### src/rtl/uart_tx_cfg.sv
// Runtime-configurable UART transmitter: FIFO-fed, 5..DBIT_MAX data bits,
// none/even/odd parity, 1/1.5/2 stop bits, back-to-back frames.
module uart_tx_cfg #(
  parameter int DBIT_MAX   = 8,
  parameter int OVS        = 16,
  parameter int FIFO_DEPTH = 4
) (
  input  logic                            clk,
  input  logic                            reset,
  input  logic                            s_tick,
  input  logic [1:0]                      cfg_dbits,
  input  logic [1:0]                      cfg_parity,
  input  logic [1:0]                      cfg_stop,
  input  logic [DBIT_MAX-1:0]             din,
  input  logic                            din_valid,
  output logic                            din_ready,
  output logic [$clog2(FIFO_DEPTH+1)-1:0] fifo_count,
  output logic                            busy,
  output logic                            tx_done_tick,
  output logic                            tx
);

  localparam int CW = $clog2(FIFO_DEPTH + 1);
  localparam int PW = $clog2(FIFO_DEPTH);
  localparam int NW = $clog2(DBIT_MAX);
  localparam int SW = $clog2(2 * OVS);

  typedef enum logic [2:0] {
    ST_IDLE,
    ST_START,
    ST_DATA,
    ST_PARITY,
    ST_STOP
  } state_t;

  logic [DBIT_MAX-1:0] r_mem [FIFO_DEPTH];
  logic [PW-1:0]       r_wr_ptr;
  logic [PW-1:0]       r_rd_ptr;
  logic [CW-1:0]       r_count;

  state_t              r_state;
  logic [SW-1:0]       r_s;
  logic [NW-1:0]       r_n;
  logic [NW-1:0]       r_last_bit;
  logic [DBIT_MAX-1:0] r_shift;
  logic                r_par_en;
  logic                r_par_bit;
  logic [SW-1:0]       r_stop_last;
  logic                r_tx;
  logic                r_done;

  logic                w_push;
  logic                w_pop;
  logic                w_bit_end;
  logic                w_stop_end;
  logic [DBIT_MAX-1:0] w_head;
  logic [DBIT_MAX-1:0] w_mask;
  int                  w_nbits;
  logic [SW-1:0]       w_stop_last;
  logic                w_par_en;
  logic                w_par_bit;

  assign din_ready    = (r_count != CW'(FIFO_DEPTH));
  assign fifo_count   = r_count;
  assign busy         = (r_state != ST_IDLE);
  assign tx_done_tick = r_done;
  assign tx           = r_tx;

  assign w_push     = din_valid && din_ready;
  assign w_head     = r_mem[r_rd_ptr];
  assign w_bit_end  = s_tick && (r_s == SW'(OVS - 1));
  assign w_stop_end = (r_state == ST_STOP) && s_tick && (r_s == r_stop_last);
  // A new frame starts from IDLE or straight out of the last stop tick.
  assign w_pop      = (r_count != '0) && ((r_state == ST_IDLE) || w_stop_end);

  // Frame parameters derived from the live config, latched only at pop.
  always_comb begin
    // NOTE: every always_comb output gets a default first so no latch is inferred.
    w_nbits = 5 + int'(cfg_dbits);
    if (w_nbits > DBIT_MAX) w_nbits = DBIT_MAX;
    w_mask = '0;
    for (int i = 0; i < DBIT_MAX; i++) w_mask[i] = (i < w_nbits);
    case (cfg_stop)
      2'b00:   w_stop_last = SW'(OVS - 1);
      2'b01:   w_stop_last = SW'((3 * OVS) / 2 - 1);
      default: w_stop_last = SW'(2 * OVS - 1);
    endcase
    w_par_en  = (cfg_parity == 2'b01) || (cfg_parity == 2'b10);
    w_par_bit = (^(w_head & w_mask)) ^ (cfg_parity == 2'b10);
  end

  // NOTE: FIFO storage carries no reset; the pointers and count define validity.
  always_ff @(posedge clk) begin
    if (w_push) r_mem[r_wr_ptr] <= din;
  end

  always_ff @(posedge clk or posedge reset) begin
    if (reset) begin
      r_wr_ptr <= '0;
      r_rd_ptr <= '0;
      r_count  <= '0;
    end else begin
      // NOTE: sequential state uses non-blocking assignments only.
      if (w_push) r_wr_ptr <= r_wr_ptr + PW'(1);
      if (w_pop)  r_rd_ptr <= r_rd_ptr + PW'(1);
      case ({w_push, w_pop})
        2'b10:   r_count <= r_count + CW'(1);
        2'b01:   r_count <= r_count - CW'(1);
        default: r_count <= r_count;
      endcase
    end
  end

  always_ff @(posedge clk or posedge reset) begin
    if (reset) begin
      r_state     <= ST_IDLE;
      r_s         <= '0;
      r_n         <= '0;
      r_last_bit  <= '0;
      r_shift     <= '0;
      r_par_en    <= 1'b0;
      r_par_bit   <= 1'b0;
      r_stop_last <= '0;
      r_tx        <= 1'b1;
      r_done      <= 1'b0;
    end else begin
      r_done <= 1'b0;
      case (r_state)
        ST_IDLE: r_tx <= 1'b1;
        ST_START: begin
          if (w_bit_end) begin
            r_state <= ST_DATA;
            r_s     <= '0;
            r_n     <= '0;
            r_tx    <= r_shift[0];
          end else if (s_tick) begin
            r_s <= r_s + SW'(1);
          end
        end
        ST_DATA: begin
          if (w_bit_end) begin
            r_s     <= '0;
            r_shift <= r_shift >> 1;
            if (r_n == r_last_bit) begin
              if (r_par_en) begin
                r_state <= ST_PARITY;
                r_tx    <= r_par_bit;
              end else begin
                r_state <= ST_STOP;
                r_tx    <= 1'b1;
              end
            end else begin
              r_n  <= r_n + NW'(1);
              r_tx <= r_shift[1];
            end
          end else if (s_tick) begin
            r_s <= r_s + SW'(1);
          end
        end
        ST_PARITY: begin
          if (w_bit_end) begin
            r_state <= ST_STOP;
            r_s     <= '0;
            r_tx    <= 1'b1;
          end else if (s_tick) begin
            r_s <= r_s + SW'(1);
          end
        end
        ST_STOP: begin
          if (w_stop_end) begin
            r_done  <= 1'b1;
            r_state <= ST_IDLE;
            r_s     <= '0;
          end else if (s_tick) begin
            r_s <= r_s + SW'(1);
          end
        end
        default: r_state <= ST_IDLE;
      endcase
      // Starting a frame overrides whatever the case above chose.
      if (w_pop) begin
        r_state     <= ST_START;
        r_s         <= '0;
        r_shift     <= w_head;
        r_last_bit  <= NW'(w_nbits - 1);
        r_par_en    <= w_par_en;
        r_par_bit   <= w_par_bit;
        r_stop_last <= w_stop_last;
        r_tx        <= 1'b0;
      end
    end
  end

endmodule

### config.mk
export PLATFORM = sky130hd
export DESIGN_NAME = uart_tx_cfg
export DESIGN_NICKNAME = d
export VERILOG_FILES = /design/src/rtl/uart_tx_cfg.sv
export SDC_FILE = /design/constraint.sdc
export NUM_CORES = 1
export LEC_CHECK = 0
export BUFFER_PORTS_ARGS = -buffer_cell sky130_fd_sc_hd__buf_2
export CORE_MARGIN = 3
export CORE_UTILIZATION = 50
export CTS_CLUSTER_DIAMETER = 100
export DETAILED_ROUTE_END_ITERATION = 10
export PLACE_DENSITY = 0.71
export SLEW_MARGIN = 10
export SYNTH_ARGS = -nofsm -noshare
export SYNTH_HDL_FRONTEND = slang
export SYNTH_SLANG_ARGS = --single-unit
### constraint.sdc
create_clock -name clk -period 2.5 [get_ports clk]
set_input_delay 0.5 -clock clk [delete_from_list [all_inputs] [get_ports clk]]
set_output_delay 0.5 -clock clk [all_outputs]
set_load 0.1 [all_outputs]
==> flow_summary_export.csv, run 1 <==
group,metric,value,unit
run_status,status,"completed",
clock_tree,cts_max_level,3,
sta,finalHoldViolCount,0,
detailed_routing,drtIter0Drc,100,
sta,worstMarginPinSlew,489,ps
yosys,async_flop_share,52.9,%
finish,drive_gt1_share,21.7,%
sta,rsz0062_at_grt,"no",
yosys,synth_area,0.00334,mm^2
clock_tree,post-cts-setup-buffers,0,
die,top_level_ports,25,
setup_path,r2r_cells,9,
placed_design,postPlaceCellArea,0.00361,mm^2
finish,seqCellArea,0.00188,mm^2
setup_path,critical_path.most_common_cell,"xor2_1",
hold_path,hp-class,"in2async",
setup_path,crit_start,"r_s[0]$_DFFE_PP0P_",
finish,design_area,0.00380,mm^2
clock_tree,root_buffer,"clkbuf_8",
sta,slew_headroom,67.6,%
detailed_routing,final_antenna_net_count,0,
clock_tree,clk-insertion-delay-late,330,ps
finish,multi_input_area,0.00139,mm^2
finish,antenna_cells,0,
yosys,synth-xor-area-share,4.83,%
setup_path,cp_max_fo,6,
yosys,synth_top_family_by_area,"simple AND/OR/NAND/NOR gates",
power,pwr_density_cell,1220,mW/mm^2
yosys,synth_edf_count,32,
finish,syn_to_final_growth,13.6,%
die,rows,29,
setup_path,cp_num_buf_inv,1,
detailed_routing,num_vias,2168,
die,dieHeight,87.7,um
setup_path,cp-start-kind,"flop",
sta,finalCritPeriodShare,91.4,%
finish,finalNetCount,342,
yosys,synthFlopType,"dfrtp_1",
clock_tree,cts_tree,"done",
yosys,synth_compound_area_share,11.0,%
global_route,grt_max_degree,31,
sta,setup_viol,0,
clock_tree,cts_buffers,9,
setup_path,crit_arrival,2540,ps
yosys,synth.most_common_cell,"dfrtp_1",
clock_tree,clkTransAtPathRegs,70,ps
global_route,grt-ovfl-total,0,
setup_path,cpLargestDelayFamily,"adder cells",
sta,slew_viol_final,0,
clock_tree,numClockSinks,68,
yosys,ys_types,52,
power,p_leak,1.56,nW
job,maxCapViolCount,0,
yosys,yosys.area.top_type,"edfxtp_1",
yosys,synth_commonest_cells,"dfrtp_1, nand2_1, edfxtp_1",
global_route,grt_use_total,17.2,%
sta,finClkSkew,8.14,ps
yosys,synthSimpleGateAreaFrac,11.6,%
yosys,synth_fa_ha_area_share,5.84,%
detailed_routing,viasPerCell,5.54,
placed_design,gp_congestion,0.823,
setup_path,worstPathRequired,2750,ps
setup_path,critPathCaptureType,"flop",
setup_path,worst-r2r-setup-slack,220,ps
detailed_routing,wl_per_cell,15.1,um
yosys,yosys-top-cells-area,"edfxtp_1, dfrtp_1, ha_1",
detailed_routing,drc,0,
detailed_routing,first_pass_iters,4,
setup_path,critPathKind,"reg2reg",
yosys,yosysTopAreaCellShare,28.8,%
yosys,synthMuxAreaShare,7.72,%
clock_tree,clockBufferDepth,2,
sta,period_minus_slack,2280,ps
setup_path,slowest_stage,"dfrtp_1",
global_route,grt_pass1_vias,2150,
setup_path,path_cells,"nor4_1, o2111ai_1, a21oi_2, ha_1, inv_1, fa_1, xor2_1, nor2_1, xor2_1",
die,core-area,0.00642,mm^2
die,start_util,52.0,%
finish,fill_cells,544,
power,ir_drop,593,uV
setup_path,cp_num_cells,9,
die,die_w,87.7,um
yosys,avgSynthCellArea,12.1,um^2
sta,fin_tns_setup,0,ps
die,dieArea,0.00770,mm^2
setup_path,r2r-start,"r_s[0]$_DFFE_PP0P_",
yosys,synth-seq-area-share,55.8,%
setup_path,crit_end,"fifo_count[2]$_DFFE_PP0P_",
yosys,synth_nets,308,
setup_path,r2r-end,"fifo_count[2]$_DFFE_PP0P_",
sta,fmax,438,MHz
clock_tree,postCtsHoldBufs,0,
placed_design,dp_hpwl,4200,um
yosys,ys_seq_elements,68,
placed_design,io_buffers,24,
setup_path,critPathMaxStageDelay,430,ps
power,power,0.00464,W
detailed_routing,routed_wl,5890,um
yosys,netlist_instances,275,
yosys,ys_warn_count,0,
global_route,antenna_found_initial,0,
global_route,grt_pass1_wl,10100,um
clock_tree,cts_resized,0,
flip-flops by register name, summed over array words and instances (netlist names), 3 cells and up:
| name | cells |
|---|---|
| r_mem | 32 |
| r_shift | 8 |
| r_s | 5 |
| fifo_count | 3 |
| r_last_bit | 3 |
| r_n | 3 |
| r_state | 3 |
| r_stop_last | 3 |
area by class of cell:
| class | count | area share (%) |
|---|---|---|
| multi-input combinational | 182 | 36.6 |
| sequential | 68 | 49.4 |
| inverter | 16 | 1.58 |
| clock buffer | 10 | 3.36 |
| timing repair buffer | 32 | 5.08 |
| clock inverter | 6 | 1.45 |
| tap | 77 | 2.54 |
placed cells by master (no fill, tap or decap), drive strengths merged, types with 2 or more instances in the layout:
cell type,netlist,final
dfrtp,35,35
nand2,33,33
edfxtp,32,32
buf,3,32
o21ai,18,18
nor2,17,17
inv,16,16
a21oi,15,15
ha,14,14
clkbuf,6,10
xnor2,9,9
mux4,8,8
xor2,6,6
and3,6,6
nor3,5,5
a22oi,5,5
mux2i,4,4
nand2b,4,4
nand3,4,4
clkinv,0,4
a31oi,3,3
or2,3,3
or3,2,2
a32oi,2,2
o211ai,2,2
a32o,2,2
mux2,2,2
kinds of logic (layout without fill, tap and decap cells):
group,after synthesis,after routing
compound gates,56,56
buf+inv,25,64
flops,68,68
fa+ha+maj,15,15
mux,14,14
simple gates,81,81
xor+xnor,16,16
worst register-to-register path, cell delays in order, from the launching register on:
cell       delay (ps)
dfrtp_1           430
nor4_1            280
o2111ai_1         190
a21oi_2           250
ha_1              210
inv_1              60
fa_1              370
xor2_1            170
nor2_1            110
xor2_1            140
metrics by stage:
step	util [%]	cells	hold WS [ps]	setup WS [ps]
2_1_floorplan	-	275	446	15.8
3_3_place_gp	56.2	375	463	172
3_5_place_dp	56.2	375	473	108
4_1_cts	59.1	391	123	116
5_1_grt	59.1	391	152	13.7
6_report	59.1	391	132	216
worst min-delay path by stage:
stage	slack, ps	from	cells past startpoint	end
6_report	130	reset	2	r_s[3]$_DFFE_PP0P_
4_1_cts	120	reset	2	r_s[3]$_DFFE_PP0P_
3_5_place_dp	470	r_shift[4]$_DFFE_PP0P_	2	r_shift[4]$_DFFE_PP0P_
2_1_floorplan	450	r_shift[3]$_DFFE_PP0P_	2	r_shift[3]$_DFFE_PP0P_
5_1_grt	150	reset	2	r_s[2]$_DFFE_PP0P_
3_3_place_gp	460	r_shift[4]$_DFFE_PP0P_	2	r_shift[4]$_DFFE_PP0P_
per-layer routing:
layer | up-vias | GRT usage (%) | share of wire [%]
met5 | - | 0 | 0
met4 | 0 | 7.39 | 1.5
met3 | 7 | 3.20 | 2.9
met2 | 37 | 28.5 | 50
met1 | 1060 | 22.2 | 46
li1 | 1064 | - | -
report_power, final:
group | internal [W] | switching [W]
clock network | 0.000451 | 0.000389
logic | 0.000805 | 0.00122
registers | 0.00154 | 0.000240
Power figures use the tool's default switching activity.
==> inputs of run 2 (changes only) <==
--- a/config.mk
+++ b/config.mk
@@ -5,7 +5,7 @@
 export SDC_FILE = /design/constraint.sdc
 export NUM_CORES = 1
 export LEC_CHECK = 0
-export BUFFER_PORTS_ARGS = -buffer_cell sky130_fd_sc_hd__buf_2
+export BUFFER_PORTS_ARGS = -buffer_cell sky130_fd_sc_hd__clkbuf_2
 export CORE_MARGIN = 3
 export CORE_UTILIZATION = 50
 export CTS_CLUSTER_DIAMETER = 100
==> run 2 against run 1 <==
Count of clock-buffer cells in the layout is the same. Clock skew decreased by 4.1 ps. Sequential share of layout area fell by 0.21 points. Via count down 0.18%. Critical path depth stayed put. Fmax decreased by 1.0%. Design area is 0.43% higher. Global-route usage fell by 0.15 points. Core utilization up 0.25 points. Register-to-register slack worse by 20 ps. Critical endpoint unchanged.
==> flow_summary_export.csv, run 2 (synthesis gave the netlist of run 1 again) <==
group,metric,value,unit
die,die_w,87.7,um
global_route,antenna_found_initial,0,
sta,period_minus_slack,2310,ps
setup_path,cp-start-kind,"flop",
setup_path,worst-r2r-setup-slack,190,ps
detailed_routing,final_antenna_net_count,0,
die,top_level_ports,25,
setup_path,cp_max_fo,6,
power,sw_frac_of_total,38.9,%
detailed_routing,routed_wl,5850,um
global_route,grt_use_total,17.0,%
sta,fin_tns_setup,0,ps
power,p_leak,1.58,nW
setup_path,r2r-start,"r_s[0]$_DFFE_PP0P_",
detailed_routing,first_pass_iters,4,
clock_tree,clockBufferDepth,2,
power,p_comb_share,41.7,%
run_status,status,"completed",
finish,largest_register,"r_mem",
die,dieHeight,87.7,um
clock_tree,cts_max_level,3,
finish,syn_to_final_growth,14.1,%
clock_tree,clk-insertion-delay-late,340,ps
clock_tree,cts_tree,"done",
setup_path,crit_start,"r_s[0]$_DFFE_PP0P_",
finish,multi_input_area,0.00140,mm^2
die,dieArea,0.00770,mm^2
power,p_int,0.00288,W
setup_path,r2r_cells,9,
sta,setup_ws,192,ps
detailed_routing,drtIter0Drc,116,
global_route,grt_pass1_vias,2108,
power,ir_drop,729,uV
finish,antenna_cells,0,
die,rows,29,
finish,drive_gt1_share,22.4,%
global_route,grt_pass1_wl,9890,um
setup_path,r2r-end,"fifo_count[2]$_DFFE_PP0P_",
sta,slew_headroom,64.1,%
placed_design,io_buffers,24,
setup_path,critPathKind,"reg2reg",
sta,fmax,433,MHz
power,pwr-share-clk,20.1,%
sta,rsz0062_at_grt,"no",
clock_tree,post-cts-setup-buffers,0,
finish,final_common_cell,"nand2_1",
sta,finalCritPeriodShare,92.3,%
placed_design,dp_hpwl,4260,um
finish,largestRegisters,"r_mem (32), r_shift (8), r_s (5)",
clock_tree,cts_buffers,9,
sta,worstMarginPinSlew,541,ps
global_route,grt-ovfl-total,0,
hold_path,hp-class,"in2async",
finish,final_cell_mix,"nand2_1, edfxtp_1, dfrtp_1",
global_route,grt_max_degree,31,
detailed_routing,num_vias,2164,
clock_tree,root_buffer,"clkbuf_8",
finish,largest_register_ffs,32,
detailed_routing,wl_per_cell,15.0,um
finish,design_area,0.00381,mm^2
setup_path,worstPathRequired,2760,ps
sta,slew_viol_final,0,
setup_path,critPathCaptureType,"flop",
finish,fill_cells,506,
power,pwr_density_cell,1240,mW/mm^2
sta,setup_viol,0,
die,core-area,0.00642,mm^2
die,start_util,52.0,%
finish,finalNetCount,341,
detailed_routing,drc,0,
placed_design,postPlaceCellArea,0.00359,mm^2
detailed_routing,viasPerCell,5.55,
clock_tree,clkTransAtPathRegs,70,ps
sta,finalHoldViolCount,0,
job,maxCapViolCount,0,
finish,seqCellArea,0.00188,mm^2
placed_design,gp_congestion,0.857,
sta,finClkSkew,4.08,ps
clock_tree,numClockSinks,68,
power,p_seq_share,38.2,%
placed_design,dpl_worst_slack,114,ps
setup_path,crit_arrival,2570,ps
power,p_switching,0.00183,W
## run 2: metal layers
layer / global-route usage, % / up-vias / share of wire, %
met5: 0 / - / 0
met4: 6.42 / 0 / 1.2
met3: 4.80 / 7 / 3.8
met2: 29.4 / 42 / 51
met1: 20.3 / 1046 / 44
li1: - / 1069 / -
## run 2: critical path, stage by stage (launching register included)
cell and delay, ps:
dfrtp_1 440, nor4_2 320, o2111ai_2 170, a21oi_2 220, ha_1 210, inv_1 60
fa_1 370, xor2_1 170, nor2_1 120, xor2_1 150
## run 2: how the worst max path moves through the flow
stage	to	slack [ps]	depth (start not counted)
after floorplan	fifo_count[2]$_DFFE_PP0P_	20	10
after global routing	fifo_count[2]$_DFFE_PP0P_	20	9
after CTS	r_par_bit$_DFFE_PP0N_	100	6
after global placement	r_par_bit$_DFFE_PP0N_	150	10
after detailed placement	r_par_bit$_DFFE_PP0N_	110	10
final	fifo_count[2]$_DFFE_PP0P_	190	9
## run 2: through the flow
step	hold WS (ps)	utilization (%)	std cells	total power, W
2_1_floorplan	446	-	275	0.00342
3_3_place_gp	430	55.9	374	0.00374
3_5_place_dp	438	55.9	374	0.00380
4_1_cts	64.9	59.1	390	0.00476
5_1_grt	101	59.4	390	0.00506
6_report	73.7	59.4	390	0.00471
## run 2: power groups by stage
stage	registers [W]	clock network [W]	logic, W
2_1_floorplan	0.00193	0	0.00149
3_3_place_gp	0.00181	0	0.00194
3_5_place_dp	0.00182	0	0.00198
4_1_cts	0.00180	0.000969	0.00198
5_1_grt	0.00185	0.00102	0.00219
6_report	0.00180	0.000947	0.00196
## run 2: final cells by class
type	instances	area share (%)
clock buffer	10	3.35
inverter	16	1.58
tap	77	2.53
timing repair buffer	31	4.53
sequential	68	49.2
clock inverter	6	2.07
multi-input combinational	182	36.8
## run 2: what timing repair did
item                                   4_1_cts  5_1_grt
hold buffers                                 0        0
endpoints found under the hold margin        0        0
setup endpoints to repair                    0        2
resized for setup                            0        3
